File: config.mk
export PLATFORM = sky130hd
export DESIGN_NAME = boe_stream_flat
export DESIGN_NICKNAME = d
export VERILOG_FILES = /design/src/rtl/boe_if.sv /design/src/rtl/boe_stream.sv /design/src/flat_wrapper.sv
export SDC_FILE = /design/constraint.sdc
export NUM_CORES = 1
export LEC_CHECK = 0
export CAP_MARGIN = 20
export CORE_ASPECT_RATIO = 0.9
export CORE_MARGIN = 2
export CORE_UTILIZATION = 23
export CTS_CLUSTER_DIAMETER = 60
export DETAILED_ROUTE_END_ITERATION = 8
export GPL_TIMING_DRIVEN = 1
export HOLD_SLACK_MARGIN = 0.03
export SYNTH_ARGS = -nofsm -noshare
export SYNTH_HDL_FRONTEND = slang
export SYNTH_SLANG_ARGS = --single-unit
File: constraint.sdc
create_clock -name clk -period 4.67 [get_ports clk]
set_input_delay 0.934 -clock clk [delete_from_list [all_inputs] [get_ports clk]]
set_output_delay 0.934 -clock clk [all_outputs]
set_load 0.02 [all_outputs]
File: src/rtl/boe_if.sv
// boe_if: valid/ready sample input stream and tagged result output stream of boe_stream
interface boe_if #(
  parameter int DATA_W = 8,
  parameter int DEPTH = 8,
  parameter int NUM_W = $clog2(DEPTH + 1),
  parameter int RES_W = DATA_W + $clog2(DEPTH)
);
  logic in_valid, in_first, mode, in_ready;
  logic [NUM_W-1:0] data_num;
  logic [DATA_W-1:0] data_in;
  logic out_valid, out_ready, out_last;
  logic [1:0] out_kind;
  logic [RES_W-1:0] result;
  modport master (
    output in_valid, in_first, data_num, mode, data_in, out_ready,
    input in_ready, out_valid, out_kind, out_last, result
  );
  modport slave (
    input in_valid, in_first, data_num, mode, data_in, out_ready,
    output in_ready, out_valid, out_kind, out_last, result
  );
endinterface

File: src/rtl/boe_stream.sv
// boe_stream: captures a frame of samples, then emits SUM, MAX, MIN and the samples replayed in reverse or forward order
module boe_stream #(
  parameter int DATA_W = 8,
  parameter int DEPTH = 8,
  parameter int NUM_W = $clog2(DEPTH + 1),
  parameter int RES_W = DATA_W + $clog2(DEPTH)
) (
  input logic clk,
  input logic rst,
  boe_if.slave s,
  output logic busy
);
  localparam int AW = $clog2(DEPTH);
  localparam int KW = NUM_W + 2;
  typedef enum logic [1:0] {IDLE, LOAD, EMIT} state_t;
  state_t state, state_n;
  logic [NUM_W-1:0] cnt, cnt_n, n, n_n, dn;
  logic md, md_n, acc, start, wr, last_n;
  logic [RES_W-1:0] sum, sum_n, res_n;
  logic [DATA_W-1:0] mx, mx_n, mn, mn_n;
  logic [DATA_W-1:0] mem [DEPTH];
  logic [AW-1:0] wa, ra;
  logic [KW-1:0] k, k_n, j;
  logic [1:0] kind_n;
  assign dn = (s.data_num == '0 || s.data_num > NUM_W'(DEPTH)) ? NUM_W'(DEPTH) : s.data_num;
  assign acc = s.in_valid && state != EMIT;
  assign start = acc && s.in_first;
  assign wr = start || (acc && state == LOAD);
  assign wa = start ? '0 : AW'(cnt);
  // k_n is the index of the beat to present next: 0..2 are statistics, 3.. are samples
  assign j = k_n - KW'(3);
  assign ra = md_n ? AW'(j) : AW'(KW'(n_n) - KW'(1) - j);
  assign kind_n = (k_n >= KW'(3)) ? 2'd3 : k_n[1:0];
  assign last_n = k_n == KW'(n_n) + KW'(2);
  assign res_n = kind_n == 2'd0 ? sum_n :
                 kind_n == 2'd1 ? RES_W'(mx_n) :
                 kind_n == 2'd2 ? RES_W'(mn_n) : RES_W'(mem[ra]);
  always_comb begin
    state_n = state;
    cnt_n = cnt;
    n_n = n;
    md_n = md;
    sum_n = sum;
    mx_n = mx;
    mn_n = mn;
    k_n = k;
    if (start) begin
      n_n = dn;
      md_n = s.mode;
      cnt_n = NUM_W'(1);
      sum_n = RES_W'(s.data_in);
      mx_n = s.data_in;
      mn_n = s.data_in;
      k_n = '0;
      state_n = dn == NUM_W'(1) ? EMIT : LOAD;
    end else if (acc && state == LOAD) begin
      cnt_n = cnt + NUM_W'(1);
      sum_n = sum + RES_W'(s.data_in);
      mx_n = s.data_in > mx ? s.data_in : mx;
      mn_n = s.data_in < mn ? s.data_in : mn;
      k_n = '0;
      state_n = cnt_n == n ? EMIT : LOAD;
    end else if (state == EMIT && s.out_valid && s.out_ready) begin
      k_n = k + KW'(1);
      state_n = s.out_last ? IDLE : EMIT;
    end
  end
  always_ff @(posedge clk or posedge rst) begin
    if (rst) begin
      state <= IDLE;
      cnt <= '0;
      n <= '0;
      md <= 1'b0;
      sum <= '0;
      mx <= '0;
      mn <= '0;
      k <= '0;
      s.in_ready <= 1'b1;
      s.out_valid <= 1'b0;
      s.out_kind <= '0;
      s.out_last <= 1'b0;
      s.result <= '0;
      busy <= 1'b0;
    end else begin
      state <= state_n;
      cnt <= cnt_n;
      n <= n_n;
      md <= md_n;
      sum <= sum_n;
      mx <= mx_n;
      mn <= mn_n;
      k <= k_n;
      s.in_ready <= state_n != EMIT;
      s.out_valid <= state_n == EMIT;
      s.out_kind <= state_n == EMIT ? kind_n : '0;
      s.out_last <= state_n == EMIT && last_n;
      s.result <= state_n == EMIT ? res_n : '0;
      busy <= state_n != IDLE;
    end
  end
  always_ff @(posedge clk or posedge rst) begin
    if (rst) begin
      for (int i = 0; i < DEPTH; i++) mem[i] <= '0;
    end else if (wr) begin
      mem[wa] <= s.data_in;
    end
  end
endmodule

File: src/flat_wrapper.sv
// flat-port wrapper written by rule: the top's interface ports become plain ports
module boe_stream_flat 
#(
  parameter int DATA_W = 8,
  parameter int DEPTH = 8,
  parameter int NUM_W = $clog2(DEPTH + 1),
  parameter int RES_W = DATA_W + $clog2(DEPTH)
)
  (clk, rst, busy, s_in_valid, s_in_first, s_data_num, s_mode, s_data_in, s_out_ready, s_in_ready, s_out_valid, s_out_kind, s_out_last, s_result);
  boe_if #(.DATA_W(DATA_W), .DEPTH(DEPTH), .NUM_W(NUM_W), .RES_W(RES_W)) s_i ();
  input logic clk;
  input logic rst;
  output logic busy;
  input wire logic [$bits(s_i.in_valid)-1:0] s_in_valid;
  input wire logic [$bits(s_i.in_first)-1:0] s_in_first;
  input wire logic [$bits(s_i.data_num)-1:0] s_data_num;
  input wire logic [$bits(s_i.mode)-1:0] s_mode;
  input wire logic [$bits(s_i.data_in)-1:0] s_data_in;
  input wire logic [$bits(s_i.out_ready)-1:0] s_out_ready;
  output wire logic [$bits(s_i.in_ready)-1:0] s_in_ready;
  output wire logic [$bits(s_i.out_valid)-1:0] s_out_valid;
  output wire logic [$bits(s_i.out_kind)-1:0] s_out_kind;
  output wire logic [$bits(s_i.out_last)-1:0] s_out_last;
  output wire logic [$bits(s_i.result)-1:0] s_result;
  assign s_i.in_valid = s_in_valid;
  assign s_i.in_first = s_in_first;
  assign s_i.data_num = s_data_num;
  assign s_i.mode = s_mode;
  assign s_i.data_in = s_data_in;
  assign s_i.out_ready = s_out_ready;
  assign s_in_ready = s_i.in_ready;
  assign s_out_valid = s_i.out_valid;
  assign s_out_kind = s_i.out_kind;
  assign s_out_last = s_i.out_last;
  assign s_result = s_i.result;
  boe_stream #(.DATA_W(DATA_W), .DEPTH(DEPTH), .NUM_W(NUM_W), .RES_W(RES_W)) u_core (.clk(clk), .rst(rst), .s(s_i), .busy(busy));
endmodule
-- Word-level counts from Yosys, hierarchy flattened
Cells that the tools add are included.
- muxes and demuxes: 36
- equality and inequality tests: 10
- order comparisons: 7
- bitwise operators: 2
- reduce and logical (&&, ||, !) cells: 13
- add/sub/neg operators: 7
- operator list (operator ; count):
    $mux 8 ; 10
    $bwmux 64 ; 1
    $mux 11 ; 5
    $bmux 8 s3 ; 1
    $demux 8 s3 ; 1
    $mux 6 ; 3
    $mux 2 ; 8
    $mux 4 ; 4
    $add 11x8->11 ; 1
    $ge 4x4->1 const B ; 2
    $gt 8x8->1 ; 1
    $lt 8x8->1 ; 1
    $not 3->4 ; 2
    $logic_and 1x1->1 ; 7
    $add 6x1->6 const B ; 1
    $eq 2x2->1 const B ; 3
    $eq 6x5->1 ; 1
    $ge 6x2->1 const B ; 1
    $mux 3 ; 2
    $add 4x2->5 const B ; 1
    $add 4x1->4 const B ; 1
    $eq 2x1->1 const B ; 2
    $eq 4x1->1 const B ; 1
    $eq 4x4->1 ; 1
    other kinds (11) ; 14
- input bits: 18
- bits in registers: 125
- output and inout port bits: 17

-- Logic depth before layout (Yosys ltp)
- depth in word-level cells: 17
- depth in mapped cells: 16

-- Worst setup path before layout
Ideal clock, no wire load.
- path kind: input to register
- start point: in s_out_ready
- end point: reg u_core.s.result[7]
- arrival: 3954 ps
- cell stages on the path: 15
- data required time: 4544 ps
- slack: 590 ps
- path through: and4b_1 -> buf_2 -> mux2_2 -> nand2_1 -> inv_2 -> ha_1 -> fa_1 -> nor2b_1 -> o211ai_1 -> nand2_1 -> buf_1 -> mux2i_1 -> mux2i_1 -> mux2i_1 -> o21ai_1
- word-level cells in the longest chain between the ends: 15
- ends and longest elaborated chain (what ; line ; source):
    from (decl) ; flat_wrapper.sv:19 ; input wire logic [$bits(s_i.out_ready)-1:0] s_out_ready;
    $logic_and 1x1->1 * ; boe_stream.sv:63 ; end else if (state == EMIT && s.out_valid && s.out_ready) begin
    $mux 6 * ; boe_stream.sv:63 ;
    $mux 6 * ; boe_stream.sv:56 ; end else if (acc && state == LOAD) begin
    $mux 6 * ; boe_stream.sv:47 ; if (start) begin
    via u_core.k_n[1] ; boe_stream.sv:23 ; logic [KW-1:0] k, k_n, j;
    $sub 3x2->3 ; boe_stream.sv:31 ; assign j = k_n - KW'(3);
    $sub 3x3->3 ; boe_stream.sv:32 ; assign ra = md_n ? AW'(j) : AW'(KW'(n_n) - KW'(1) - j);
    $mux 3 ; boe_stream.sv:32 ;
    $not 3->4 (not written as such) ; boe_stream.sv:37 ; kind_n == 2'd2 ? RES_W'(mn_n) : RES_W'(mem[ra]);
    $bmux 8 s3 ; boe_stream.sv:37 ;
    $mux 8 (not written as such) (2 in a row) ; boe_stream.sv:37 ;
    $mux 8 ; boe_stream.sv:37 ;
    $mux 11 ; boe_stream.sv:36 ; kind_n == 2'd1 ? RES_W'(mx_n) :
    $mux 11 * ; boe_stream.sv:35 ; assign res_n = kind_n == 2'd0 ? sum_n :
    $mux 11 * ; boe_stream.sv:97 ; s.result <= state_n == EMIT ? res_n : '0;
    to (signal assigned) ; boe_stream.sv:97 ;
    to (decl) ; boe_if.sv:20 ; output in_ready, out_valid, out_kind, out_last, result
Mark *: on every way through the listed nets, which the timed path passes. The rest lies on a longest branch. The select of a mux whose other input is x is not followed.
A chain may end at the register's enable or synchronous reset.

-- Worst setup path in the final report
- start point: in s_out_ready
- end point: reg u_core.s.result[6]
Same word-level chain as after synthesis.

==> flow_summary_export.csv <==
group,metric,value,unit
clocking,insertion_delay,0.43,ns
sta,period_share,87.69,%
detailed_routing,first_pass_iters,5,
floorplanning,top_level_ports,35,
clocking,htreeDepth,4,
global_routing,overflow,0,
yosys,synth_ff_type,"dfrtp_1",
yosys,ys_seq_elements,125,
global_routing,grt_pass1_vias,5123,
sta,slew_headroom,35.88,%
sta,finalSetupTns,0,ns
place,dpl.hpwl,12810,um
worst_setup_path,worstSetupPathType,"in2reg",
global_routing,grt_antenna_before_repair,0,
job,maxCapViolCount,0,
detailed_routing,dr.first_iter.drc_count,332,
detailed_routing,via_count,5075,
yosys,synthTopCellsByArea,"dfrtp_1, mux2_2, mux2i_1",
clocking,path_clk_slew,0.06,ns
finish,final_common_cell,"dfrtp_1",
run_status,outcome,"finished clean",
detailed_routing,post_drt_via_cell_ratio,4.601,
power,p_leak,3.925,nW
yosys,seq_area_frac_synth,44.11,%
detailed_routing,drc,0,
yosys,ys_async_sr_fraction,100.0,%
global_routing,grt_pass1_wl,29340,um
worst_setup_path,cp_top_family,"multiplexers",
clocking,cts_resized,0,
sta,tightestPinTransition,0.9554,ns
sta,finClkSkew,0.009323,ns
clocking,hold_buffers,0,
detailed_routing,drt-total-wl,18250,um
yosys,synthCells,629,
worst_setup_path,crit_fanout,32,
yosys,yosys_warnings,0,
sta,hold_viol,0,
power,power.density,616.6,nW/um^2
clocking,cts.path.max_buffers,2,
yosys,syn_nets,677,
worst_setup_path,critPathRequiredTime,4.97,ns
sta,finalSetupViolations,0,
worst_setup_path,crit_top_cell,"mux2i_1",
clocking,root_buffer,"clkbuf_16",
worst_setup_path,crit_buf_inv,3,
detailed_routing,postRouteAntennaNets,0,
place,gp_congestion,0.8212,
detailed_routing,drt-wirelength-per-cell,16.54,um
yosys,synth_edf_count,0,
clocking,cts_tree,"built",
place,io_buffers,34,
floorplanning,initial_utilization,23.57,%
place,place_area,8066,um^2
floorplanning,rows,60,
finish,diodes,0,
finish,drive_above_1_share,23.29,%
power,ir_drop,233.2,uV
clocking,cts_sinks,125,
yosys,synth_top_area_share,43.74,%
yosys,synth_top_area_cell,"dfrtp_1",
yosys,synth_area,7094,um^2
global_routing,grt_usage,11.92,%
worst_setup_path,slowest_stage,"clkdlybuf4s50_1",
worst_setup_path,slowest_delay,0.52,ns
sta,period_needed,4.095,ns
sta,fmax,244.2,MHz
finish,final_area,8667,um^2
worst_setup_path,start_kind,"primary input",
floorplanning,core-area,30100,um^2
sta,slew_violations,0,
worst_setup_path,critPathArrivalTime,4.39,ns
finish,final_net_count,735,
clocking,cts_buffers,17,
finish,syn2layout_area_growth,22.17,%
floorplanning,dieArea,32270,um^2
clocking,post_cts_buffers,0,
power,p_total,5.344,mW
global_routing,grt_max_degree,70,
worst_setup_path,cp-end-kind,"register",
finish,mostFrequentLayoutCells,"dfrtp_1, mux2_2, mux2i_1, clkdlybuf4s50_1, inv_1",
yosys,synth.distinct_cells,81,
yosys,syn_avg_cell_area,11.28,um^2
finish,final_util,28.79,%
sta,rsz0062_at_grt,"no",
worst_setup_path,worstPathCellList,"clkdlybuf4s50_1, and4b_1, mux2_2, nand2_1, inv_2, ha_1, fa_1, nor2b_1, o211ai_1, nand2_2, buf_12, mux2i_1, mux2i_1, mux2i_1, o31ai_2",
hold_path,hp-class,"reg2reg",
floorplanning,dieWidth,189.1,um
floorplanning,die_y,170.6,um
## logic make-up (layout without fill, tap and decap cells)
| kind of cell | count (synthesis) | after routing | synth area share, % |
|---|---|---|---|
| multiplexers | 138 | 138 | 21.04 |
| AND/OR/NAND/NOR | 132 | 132 | 10.09 |
| flip-flops | 125 | 125 | 44.11 |
| AO/OA/AOI/OAI | 121 | 121 | 12.40 |
| buffers and inverters | 60 | 131 | 3.651 |
| adder cells (fa/ha/maj) | 30 | 30 | 5.503 |
| XOR/XNOR | 23 | 23 | 3.210 |
## path summary, 6_finish.rpt
path / startpoint / to / slack, ns / cells past startpoint
setup / recovery: s_out_ready / u_core.s.result[6] / 0.57 / 15
hold / removal: u_core.mem[48] / u_core.mem[48] / 0.48 / 2
setup reg to reg: u_core.state[1] / u_core.s.result[6] / 1.04 / 14
hold reg to reg: u_core.mem[48] / u_core.mem[48] / 0.48 / 2
max in group asynchronous: rst / u_core.mem[1] / 2.85 / 3
min in group asynchronous: rst / u_core.n[3] / 0.98 / 2
## Yosys cell counts, drive strengths merged, types with 4 or more instances
cell and number:
a2111oi 4, a211oi 8, a21o 6, a21oi 20, a31oi 5, and2 4, and3 6, buf 15
clkbuf 10, dfrtp 124, ha 28, inv 35, mux2 76, mux2i 62, nand2 32, nand2b 9
nand3 16, nand4b 4, nor2 30, nor2b 6, nor3 9, o211ai 8, o21ai 32, o31ai 5
or3 6, xnor2 15, xor2 8
## worst register-to-register path, delay by kind of cell (launching register included)
family	cells	cell delay [ns]
simple gates	4	0.77
buf+inv	2	0.35
fa+ha+maj	2	0.79
compound gates	3	0.54
flops	1	0.49
mux	3	0.57
## final cells by class
cell class                 instances  area [um^2]
inverter                          35        133.9
tap                              403        504.2
sequential                       125         3129
clock inverter                    13        167.7
clock buffer                      19        432.9
multi-input combinational        444         3709
fill                            3072        21440
timing repair buffer              64        590.6
## where the power goes
group | switching (mW) | internal, mW
Sequential | 0.239 | 1.43
Combinational | 1.25 | 1.07
Clock | 0.520 | 0.842
## stage by stage
stage	hold slack, ns	worst slack [ns]	std cells
after floorplan	0.4492	0.4101	629
after global placement	0.4632	0.2228	1071
after detailed placement	0.4724	0.1449	1071
after CTS	0.4844	0.5706	1103
after global routing	0.5070	0.3375	1103
final	0.4757	0.5747	1103
## flip-flops by register name, summed over array words and instances (netlist names)
name,cells
u_core.n,4
u_core.mn,8
u_core.busy,1
u_core.sum,11
u_core.s.out_valid,1
u_core.s.result,11
u_core.k,6
u_core.s.in_ready,1
u_core.s.out_kind,2
u_core.md,1
u_core.state,2
u_core.s.out_last,1
u_core.mx,8
u_core.mem,64
u_core.cnt,4
## routing by layer
metal | up-vias | GRT usage (%) | share of wire (%)
met5 | - | 0 | 0
met4 | 0 | 3.736 | 1.7
met3 | 26 | 2.236 | 3.5
met2 | 109 | 19.35 | 46
met1 | 2526 | 16.04 | 48
li1 | 2414 | - | -
No activity file was read; power rests on OpenSTA's default activity.
==> edit 1, RTL diff (same flow settings) <==
`DATA_W` is set to 8 in 3 places; all go to 10.
--- a/src/rtl/boe_if.sv
+++ b/src/rtl/boe_if.sv
@@ -2,3 +2,3 @@
 interface boe_if #(
-  parameter int DATA_W = 8,
+  parameter int DATA_W = 10,
   parameter int DEPTH = 8,
--- a/src/rtl/boe_stream.sv
+++ b/src/rtl/boe_stream.sv
@@ -2,3 +2,3 @@
 module boe_stream #(
-  parameter int DATA_W = 8,
+  parameter int DATA_W = 10,
   parameter int DEPTH = 8,
--- a/src/flat_wrapper.sv
+++ b/src/flat_wrapper.sv
@@ -3,3 +3,3 @@
 #(
-  parameter int DATA_W = 8,
+  parameter int DATA_W = 10,
   parameter int DEPTH = 8,
Ports: changed (resized s_data_in and s_result); port bits go from 35 to 39. The function was not compared with the original's and may differ.
==> edit 1 against the unedited design <==
Power rose by 17%; critical path depth stayed put; routed wire length is 17% higher; largest cell class unchanged; utilization rose by 0.22 points; design area rose by 14%; area after synthesis up 13%; worst setup slack worse by 0.37 ns; die area rose by 13%; clock skew grew 0.0034 ns; register-to-register slack got worse by 0.55 ns; sequential cell count increased by 24; count of clock-buffer cells in the layout fell by 2; largest power group unchanged; global-route usage rose by 0.15 points.
==> edit 1: results (changes against the unedited design) <==
Run status
  – Outcome: finished clean (unchanged)

Power
  – Leakage: 4.58 nW (was 3.93 nW)
  – VDD IR max: 283 µV (was 233 µV)
  – Total power: 6.23 mW (was 5.34 mW)

Placed design
  – Placed cells: 1,215 (was 1,071)
  – PortBufs: 38 (was 34)
  – DPL Wire Length: 15.1 mm (was 12.8 mm)
  – DP Worst Slack: -0.465 ns (was 0.145 ns)
  – Placement Cell Area: 9280 µm² (was 8070 µm²)

Drt
  – Total wire length: 21.3 mm (was 18.2 mm)
  – 1st-iter DRT viols: 355 (was 332)
  – Via count: 5,659 (was 5,075)

Synth
  – Ranking of synthesized cells by area: dfrtp_1 (46%), mux2_2 (14%), mux2i_1 (8.1%) (was dfrtp_1 (44%), mux2_2 (12%), mux2i_1 (8.6%))
  – Count of different cell masters after synthesis: 70 (was 81)
  – Top post-synthesis cells by count: dfrtp_1 (148), mux2_2 (99), mux2i_1 (65), nand2_1 (42), inv_1 (35) (was dfrtp_1 (124), mux2_2 (75), mux2i_1 (61), inv_1 (33), nand2_1 (31))
  – Post-Syn Area per Cell: 11.5 µm² (was 11.3 µm²)
  – Sequential fraction of the synthesis area: 46.5% (was 44.1%)
  – Synth Net Count: 754 (was 677)

Clock tree
  – Num CTS Buffers: 17 (unchanged)
  – Root Buffer: clkbuf_16 (unchanged)

Final layout
  – Fin nets: 829 (was 735)
  – Largest registers: u_core.mem x80, u_core.s.result x13, u_core.sum x13 (was u_core.mem x64, u_core.s.result x11, u_core.sum x11)
  – Layout filler cell count: 3,522 (was 3,072)
  – Finished Cell Area: 9920 µm² (was 8670 µm²)
  – Share of cells above drive strength 1: 26.7% (was 23.3%)

Timing
  – Clock Skews: 0.0127 ns (was 0.00932 ns)

Critical path
  – Arr. time, crit path: 4.74 ns (was 4.39 ns)
  – CP max-delay cell: fa_1 (was clkdlybuf4s50_1)
  – CP Max Fanout: 11 (was 32)

GRT
  – Initial antenna violation count: 0 (unchanged)
  – GR Util All Layers: 12.1% (was 11.9%)
  – Global-route wire length before repair: 33.7 mm (was 29.3 mm)
  – Largest net degree at the start of global routing: 90 (was 70)
==> edit 1: area by class of cell <==
cell class	count	share of cell area, %
clock inverters	15	1.90
inverters	36	1.40
well taps	462	5.83
repair buffers	91	8.14
flip-flops and latches	149	37.6
clock buffers	17	4.29
multi-input cells	478	40.8
==> edit 1: cell families (layout without fill, tap and decap cells) <==
logic type,Yosys count,count (layout),share of synthesized area (%)
and+or+nand+nor,135,136,9.07
muxes,166,166,22.4
xor gates and xnor gates,26,26,2.93
AOI/OAI and AO/OA,114,114,9.65
adders and majority gates,36,36,5.80
buffers and inverters,72,159,3.73
DFF,149,149,46.5
==> edit 1: metal layers <==
metal,up-vias,share of wire [%],GRT usage (%)
met5,-,0,0
met4,0,1.8,4.77
met3,22,4.8,2.83
met2,102,44,17.8
met1,2867,49,17.0
li1,2668,-,-
==> edit 1: what timing repair did <==
| action | CTS | global route |
|---|---|---|
| endpoints found under the setup margin | 1 | 1 |
| gates cloned | 1 | 0 |
| buffers inserted | 0 | 0 |
| gates resized for setup | 1 | 2 |
| pin swaps | 1 | 0 |
==> edit 1: where the power goes <==
| group | internal (mW) | switching, mW | total (mW) |
|---|---|---|---|
| clock network | 0.812 | 0.637 | 1.45 |
| logic | 1.30 | 1.48 | 2.78 |
| registers | 1.73 | 0.273 | 2.01 |
| total | 3.85 | 2.39 | 6.23 |
==> edit 1: critical path, delay by kind of cell <==
family                   cells  cell delay, ns
AO/OA/AOI/OAI                2            0.91
AND/OR/NAND/NOR              4            0.57
buffers and inverters        3            0.87
adder cells (fa/ha/maj)      2            0.90
XOR/XNOR                     1            0.15
multiplexers                 3            0.39
==> edit 1: final timing paths <==
check / from / end / slack (ns) / depth (start not counted)
worst min register to register: u_core.mem[50] / u_core.mem[50] / 0.49 / 2
worst max register to register: u_core.state[0] / u_core.s.result[5] / 0.49 / 15
worst max-delay path: s_out_ready / u_core.s.result[5] / 0.20 / 15
min in group asynchronous: rst / u_core.s.result[5] / 0.97 / 2
max in group asynchronous: rst / u_core.cnt[0] / 2.77 / 3
worst min-delay path: u_core.mem[50] / u_core.mem[50] / 0.49 / 2
==> edit 2, RTL diff (same settings) <==
Without the edit above. Take the reset off `sum` and load it in a clocked block of its own.
--- a/src/rtl/boe_stream.sv
+++ b/src/rtl/boe_stream.sv
@@ -73,3 +73,2 @@
       md <= 1'b0;
-      sum <= '0;
       mx <= '0;
@@ -88,3 +87,2 @@
       md <= md_n;
-      sum <= sum_n;
       mx <= mx_n;
@@ -100,2 +98,6 @@
   end
+
+  always_ff @(posedge clk) begin
+    sum <= sum_n;
+  end
   always_ff @(posedge clk or posedge rst) begin
Check against the original RTL: same outputs for any inputs over 4 cycles, from zero or initial values and one cycle with rst high; that may be too few to reach the edited logic, so the function may still have changed.
==> edit 2 against the unedited design <==
Power grew 1.5%; hold slack better by 0.0018 ns; count of clock-buffer cells in the layout is the same; design area fell by 1.7%; sequential cell count is the same; area after synthesis down 2.9%; synthesized cell count fell by 1.6%; critical path depth fell by 1; routed wire length up 0.38%; worst setup slack got worse by 0.23 ns; register-to-register slack worse by 0.29 ns.
==> edit 2: results (changes against the unedited design) <==
Run status
  – Outcome: finished clean (unchanged)

Synth
  – Sequential fraction of the synthesis area: 44.6% (was 44.1%)
  – FFs w/ async S/R, synth: 91.2% (was 100%)
  – Synth Net Count: 667 (was 677)
  – Mux contribution to synthesized area: 20.1% (was 21.0%)
  – Top post-synthesis cells by count: dfrtp_1 (113), mux2_2 (76), mux2i_1 (53), nand2_1 (41), ha_1 (28) (was dfrtp_1 (124), mux2_2 (75), mux2i_1 (61), inv_1 (33), nand2_1 (31))

Drt
  – Total wire length: 18.3 mm (was 18.2 mm)
  – Met3 wire length: 861 µm (was 641 µm)
  – Detailed-routing iteration count for the pre-antenna-repair pass: 7 (was 5)
  – Metal2 WL: 8.44 mm (was 8.45 mm)
  – Via count: 5,049 (was 5,075)

Final layout
  – Fin nets: 732 (was 735)

Power
  – Combinational cell fraction of total power: 44.8% (was 43.4%)
  – Power density cells: 637 nW/µm² (was 617 nW/µm²)
  – Leakage: 3.81 nW (was 3.93 nW)
  – Clock share of power: 25.0% (was 25.5%)
  – VDD IR max: 295 µV (was 233 µV)

GRT
  – Global-route wire length before repair: 29.7 mm (was 29.3 mm)
  – Met3 usage: 2.56% (was 2.24%)
  – Vias in the first global route: 5,293 (was 5,123)
  – GR Util met1: 16.3% (was 16.0%)
  – Largest net degree at the start of global routing: 50 (was 70)
  – Routing usage on met2: 19.5% (was 19.4%)

Placed design
  – Placed cells: 1,068 (was 1,071)
  – Placement Cell Area: 7910 µm² (was 8070 µm²)
  – DPL Wire Length: 13.0 mm (was 12.8 mm)
  – Gpl congestion: 0.817 (was 0.821)

Critical path
  – CP Max Fanout: 5 (was 32)
  – Arr. time, crit path: 4.65 ns (was 4.39 ns)
  – Crit path largest cell delay: 0.60 ns (was 0.52 ns)

Timing
  – Clock Skews: 0.00850 ns (was 0.00932 ns)
## edit 2: changes by cell type after synthesis, moves of 7 or more
cell | before | now
inv_1 | 33 | 26
a211oi_1 | 7 | 15
dfrtp_1 | 124 | 113
dfxtp_1 | 0 | 11
mux2i_1 | 61 | 53
nand2_1 | 31 | 41
o21ai_1 | 10 | 0
## edit 2: path summary, 6_finish.rpt
path | startpoint | endpoint | slack (ns) | depth (start not counted)
min | u_core.mem[34] | u_core.mem[34] | 0.48 | 2
min in group asynchronous | rst | u_core.k[4] | 0.99 | 2
max in group asynchronous | rst | u_core.mem[10] | 2.83 | 3
max | s_out_ready | u_core.s.result[3] | 0.34 | 14
max reg2reg | u_core.state[0] | u_core.s.result[3] | 0.75 | 13
min reg2reg | u_core.mem[34] | u_core.mem[34] | 0.48 | 2
## edit 2: final cells by class
cell class	count	area, µm²
fill	3101	21200
multi-input combinational	443	3610
sequential	125	3070
timing repair buffer	70	623
tap	403	504
clock buffer	19	443
clock inverter	13	164
inverter	27	104
